--- src/rtl/imem_arbiter.sv ---
// ============================================================================
// Module   : imem_arbiter
// Purpose  : Shares the single-ported instruction memory between instruction
//            fetch and the loader/debug port, and routes read data back to
//            the owner. Optional macro IMEM_ARB_STARVE_EN adds loader
//            anti-starvation.
// Revision : 1.0  initial release
// ============================================================================
`default_nettype none

module imem_arbiter #(
   parameter int MEM_BYTES  = 4096,
   parameter int STARVE_LIM = 8
) (
   input  logic        clk,
   input  logic        rst,
   input  logic        f_req,
   input  logic [31:0] f_addr,
   output logic        f_gnt,
   output logic        f_rvalid,
   output logic [31:0] f_rdata,
   output logic        f_err,
   input  logic        l_req,
   input  logic        l_we,
   input  logic [31:0] l_addr,
   input  logic [31:0] l_wdata,
   output logic        l_gnt,
   output logic        l_rvalid,
   output logic [31:0] l_rdata,
   output logic        l_err,
   output logic        m_write_en,
   output logic [31:0] m_addr,
   output logic [31:0] m_write_data,
   input  logic [31:0] m_read_data
);

   localparam logic [31:0] c_max_addr = 32'(MEM_BYTES - 4);

   logic w_f_ok;
   logic w_l_ok;
   logic w_force;
   logic r_pend;
   logic r_owner;
   logic r_err;

   assign w_f_ok = (f_addr[1:0] == 2'b00) && (f_addr <= c_max_addr);
   assign w_l_ok = (l_addr[1:0] == 2'b00) && (l_addr <= c_max_addr);

`ifdef IMEM_ARB_STARVE_EN
   logic [3:0] r_starve_cnt;

   // Counter reaches STARVE_LIM only after STARVE_LIM denied cycles in a row.
   assign w_force = l_req & (r_starve_cnt >= 4'(STARVE_LIM));

   always_ff @(posedge clk or posedge rst) begin
      if (rst) begin
         r_starve_cnt <= 4'd0;
      end else if (l_req & ~l_gnt) begin
         r_starve_cnt <= r_starve_cnt + 4'd1;
      end else begin
         r_starve_cnt <= 4'd0;
      end
   end
`else
   localparam int c_unused_starve_lim = STARVE_LIM;
   assign w_force = 1'b0;
`endif

   always_comb begin
      f_gnt        = f_req & ~w_force;
      l_gnt        = l_req & (~f_req | w_force);
      m_write_en   = 1'b0;
      m_addr       = 32'd0;
      m_write_data = 32'd0;
      if (l_gnt) begin
         m_addr       = l_addr;
         m_write_data = l_wdata;
         m_write_en   = l_we & w_l_ok;
      end else if (f_gnt) begin
         m_addr = f_addr;
      end
   end

   always_ff @(posedge clk or posedge rst) begin
      if (rst) begin
         r_pend  <= 1'b0;
         r_owner <= 1'b0;
         r_err   <= 1'b0;
      end else begin
         r_pend <= f_gnt | l_gnt;
         if (f_gnt | l_gnt) begin
            r_owner <= l_gnt;
            r_err   <= l_gnt ? ~w_l_ok : ~w_f_ok;
         end
      end
   end

   assign f_rvalid = r_pend & ~r_owner;
   assign l_rvalid = r_pend & r_owner;
   assign f_err    = f_rvalid & r_err;
   assign l_err    = l_rvalid & r_err;
   assign f_rdata  = m_read_data;
   assign l_rdata  = m_read_data;

endmodule

`default_nettype wire

--- config.mk ---
export PLATFORM = sky130hd
export DESIGN_NAME = imem_arbiter
export DESIGN_NICKNAME = d
export VERILOG_FILES = /design/src/rtl/imem_arbiter.sv
export SDC_FILE = /design/constraint.sdc
export NUM_CORES = 1
export LEC_CHECK = 0
export ABC_AREA = 0
export BUFFER_PORTS_ARGS = -buffer_cell sky130_fd_sc_hd__buf_2
export CAP_MARGIN = 25
export CORE_AREA = 2 2 104 106
export DETAILED_ROUTE_END_ITERATION = 6
export DIE_AREA = 0 0 106 108
export PLACE_DENSITY = 0.58
export SLEW_MARGIN = 20
export SYNTH_ARGS = -nofsm -noshare
export SYNTH_HDL_FRONTEND = slang
export SYNTH_SLANG_ARGS = --single-unit
--- constraint.sdc ---
create_clock -name clk -period 1.5 [get_ports clk]
set_clock_uncertainty 0.1 [all_clocks]
set_input_delay 0.3 -clock clk [delete_from_list [all_inputs] [get_ports clk]]
set_output_delay 0.3 -clock clk [all_outputs]
set_load 0.05 [all_outputs]
**Yosys cells after proc, flatten, opt, wreduce, memory -nomap -nowiden**

Cells that the tools add are included.

- $add $sub $neg: 0
- Multipliers: 0
- Divide/modulo/power cells: 0
- Order comparisons: 2
- Equality and inequality tests: 0
- Shift operators: 0
- Muxes and demuxes: 5
- Bitwise gates (word level): 11
- Reductions and logical operators: 4

Operators with widths:

| cell | number |
|---|---|
| $mux W32 | 3 |
| $le A32 B12 Y1 const B | 2 |
| $and A1 B1 Y1 | 6 |
| $logic_not A2 Y1 | 2 |
| $not A1 Y1 | 4 |
| $logic_and A1 B1 Y1 | 2 |
| $mux W1 | 2 |
| $or A1 B1 Y1 | 1 |

- Register bits: 3
- Bits in latches: 0
- Memory bits (writable): 0
- Memory bits (read-only): 0
- Bits of input ports: 133
- Output and inout bits: 135
- Logic and storage cells: 25
- Memories: 0

**Logic depth before layout (Yosys ltp)**

- Word-level depth: 4
- Depth in mapped cells: 5
- Depth with buffers taken out: 4

**Least setup slack after synthesis**

Ideal clock, no wire load.

- Kind: input to output
- Start point: in f_req
- End point: out m_write_en
- Arrival time: 1.968 ns
- Slack: -0.868 ns
- Stages on the path: 5
- Cells stage by stage: clkbuf_1 > nor2_1 > buf_2 > nand2_1 > nor3_1

- Word-level cells in the longest chain between the ends: 3

Ends and longest elaborated chain:

| what | line | text |
|---|---|---|
| from (decl) | 17 | `input logic f_req,` |
| $not A1 Y1 | 71 | `l_gnt = l_req & (~f_req \| w_force);` |
| $and A1 B1 Y1 | 71 |  |
| $mux W1 | 75 | `if (l_gnt) begin` |
| to (decl) | 31 | `output logic m_write_en,` |

No other way between the ends.

**Worst setup path after layout**

- Start point: in l_addr[20]
- End point: out m_write_en

- Word-level cells in the longest chain between the ends: 4

Ends and longest elaborated chain:

| what | line | text |
|---|---|---|
| from (decl) | 25 | `input logic [31:0] l_addr,` |
| $le A32 B12 Y1 | 47 | `assign w_l_ok = (l_addr[1:0] == 2'b00) && (l_addr <= c_max_addr);` |
| $logic_and A1 B1 Y1 | 47 |  |
| $and A1 B1 Y1 | 78 | `m_write_en = l_we & w_l_ok;` |
| $mux W1 | 75 |  |

No other way between the ends.

==> results.md <==
* Status: complete, but fails checks
* Violated checks: negative setup slack
* Initial core utilization at 13.4%
* Critical Path End Type: output port
* Post-synth EDFFs at 0
* Drt drc at 0
* Tcrit/Tclk final at 119%
* Fin util at 35.7%
* CP required at 1.10 ns
* Top_reg_cell synth: dfrtp_1
* Final worst path period need at 1.78 ns
* Die H at 108 um
* Clock Path Buffers at 2
* Die width at 106 um
* Sequential area share after synthesis at 5.47%
* CTS tree: built
* Clock tree sinks at 3
* Crit-path max FO at 2
* Largest net degree at the start of global routing at 18
* I/O pin total at 268
* Port Buffers at 171
* Synth top area cells: buf_4, and2_1, nand2_1
* Clk slew on worst S/H paths at 0.03 ns
* Clk Tree Root Cell: clkbuf_8
* Max-cap violation count at 0
* Area leader, netlist: buf_4
* Drt total wl at 7.90 mm
* CP arrival at 1.38 ns
* Top-count cell post-synth: buf_4
* Syn. warnings at 0
* Core area at 10,200 sq um
* Startpoint types: input port
* Post-Synthesis Cells at 226
* Critical path class: in -> out
* Post-DP HPWL at 5.60 mm
* Leakage power at 1.74 nW
* Pre-CTS setup slack at -0.597 ns
* Hold Crit Class: in -> reg
* Diode count at 0
* Cell variety after synth at 19
* Drt pass-1 iters at 4
* Synth top area share at 35.6%
* Peak Freq at 561 MHz
* Die Area at 11,400 sq um
* Via density at 4.04
* First DRT Iteration DRCs at 84
* Share of cells above drive strength 1 at 82.6%
* Initial antenna violation count at 0
* Final setup TNS at -0.419 ns
* Commonest cells in the netlist: buf_4, nand2_1, and2_1
* Vias at 2,031
* Synthesized net count at 359
* Num CTS Buffers at 3
* VDD IR max at 0.279 mV
* Fin. max-slew vios at 0
* Power per Cell Area at 470 nW/um^2
* RSZ-0062 raised after global routing: true
* Relative slew slack at 78.9%
* Area growth, synth to finish at 166%
* Post-synth ARST share at 100%
* Final net count at 501
* Global-route wire length before repair at 11.5 mm
* Hold Slack at 0.403 ns
* Routed length per instance at 15.7 um
* Worst-Skew Late Latency at 0.21 ns
* Global Route Usage Sum at 12.6%
* Antenna viol nets, final at 0
* Post-synthesis average cell area at 6.07 sq um
* GR Overflow Total at 0
* Vias in the first global route at 2,208
* # setup viols final at 13
* Final worst setup slack at -0.282 ns
* Final Hold Vio Count at 0
* #FFs+latches synth at 3
* Worst-margin pin slew at 0.314 ns
* H-tree depth at 1
* Cell Area, Synth at 1370 sq um
* RePlAce Congestion at 0.663
* Row count at 37
-- metrics by stage --
stage	cells	total power [mW]	area [sq um]
after detailed placement	484	1.12	2530
after floorplan	226	1.23	1760
after global placement	484	1.11	2530
after CTS	501	1.68	3520
final	503	1.72	3650
after global routing	503	1.80	3650
-- registers in the layout, summed over array words and instances, names as in the netlist --
| name | count |
|---|---|
| r_err | 1 |
| r_pend | 1 |
| r_owner | 1 |
-- metal layers --
layer	vias up	global-route usage [%]	part of all wire, %
met2	95	24.3	57
met3	21	2.47	6.3
li1	961	-	-
met5	-	0	0
met4	0	2.63	1.3
met1	954	14.3	36
-- worst max-delay path: stages --
cell and delay (ns):
buf_8 0.10, nor4_4 0.26, buf_4 0.15, nand4_1 0.19, nor3_4 0.19, buf_6 0.18
-- cells in the final DEF (no fill, tap or decap), types with 6 or more instances in the layout --
cell type	netlist	routed
a22o_4	0	7
and2_4	0	32
buf_12	0	12
buf_2	3	93
buf_4	65	32
buf_6	0	35
buf_8	0	40
nand2_1	52	47
nor4_4	0	6
o21ai_4	0	24
-- report_power, final --
| group | switching (mW) | total (mW) | leakage, nW | internal [mW] |
|---|---|---|---|---|
| Sequential | 0.00498 | 0.0914 | 0.0333 | 0.0865 |
| Clock | 0.0508 | 0.232 | 0.0228 | 0.181 |
| Combinational | 0.769 | 1.39 | 1.68 | 0.623 |
| Total | 0.825 | 1.72 | 1.74 | 0.891 |
-- logic make-up after synthesis --
| logic type | synth area share [%] |
|---|---|
| AO/OA/AOI/OAI | 15.3 |
| buffers and inverters | 40.2 |
| AND/OR/NAND/NOR | 39.0 |
| flip-flops | 5.47 |
-- final cells by class --
type                       instances  area, sq um
clock buffer                       4         45.0
fill                            1050         6580
inverter                           2         20.0
multi-input combinational        142         1310
sequential                         3         75.1
tap                              136          170
timing repair buffer             216         2030
-- worst paths after layout --
path                                      from                  end  slack [ns]  cells after the start
max                                 l_addr[20]           m_write_en       -0.28                      6
min                                 f_addr[17]    r_err$_DFFE_PP0P_        0.40                      4
max reg2reg                  r_err$_DFFE_PP0P_    r_err$_DFFE_PP0P_        0.68                      2
min reg2reg                r_owner$_DFFE_PP0P_  r_owner$_DFFE_PP0P_        0.49                      2
max in group asynchronous                  rst  r_owner$_DFFE_PP0P_        0.77                      3
min in group asynchronous                  rst    r_err$_DFFE_PP0P_        0.41                      3
-- repair_timing --
action	4_1_cts	5_1_grt
hold buffers	1	0
buffers inserted	9	2
resized for setup	216	32
endpoints found under the setup margin	67	65
endpoints found under the hold margin	3	0
pin swaps	27	25
gates cloned	4	3
No activity file was read; power rests on OpenSTA's default activity.
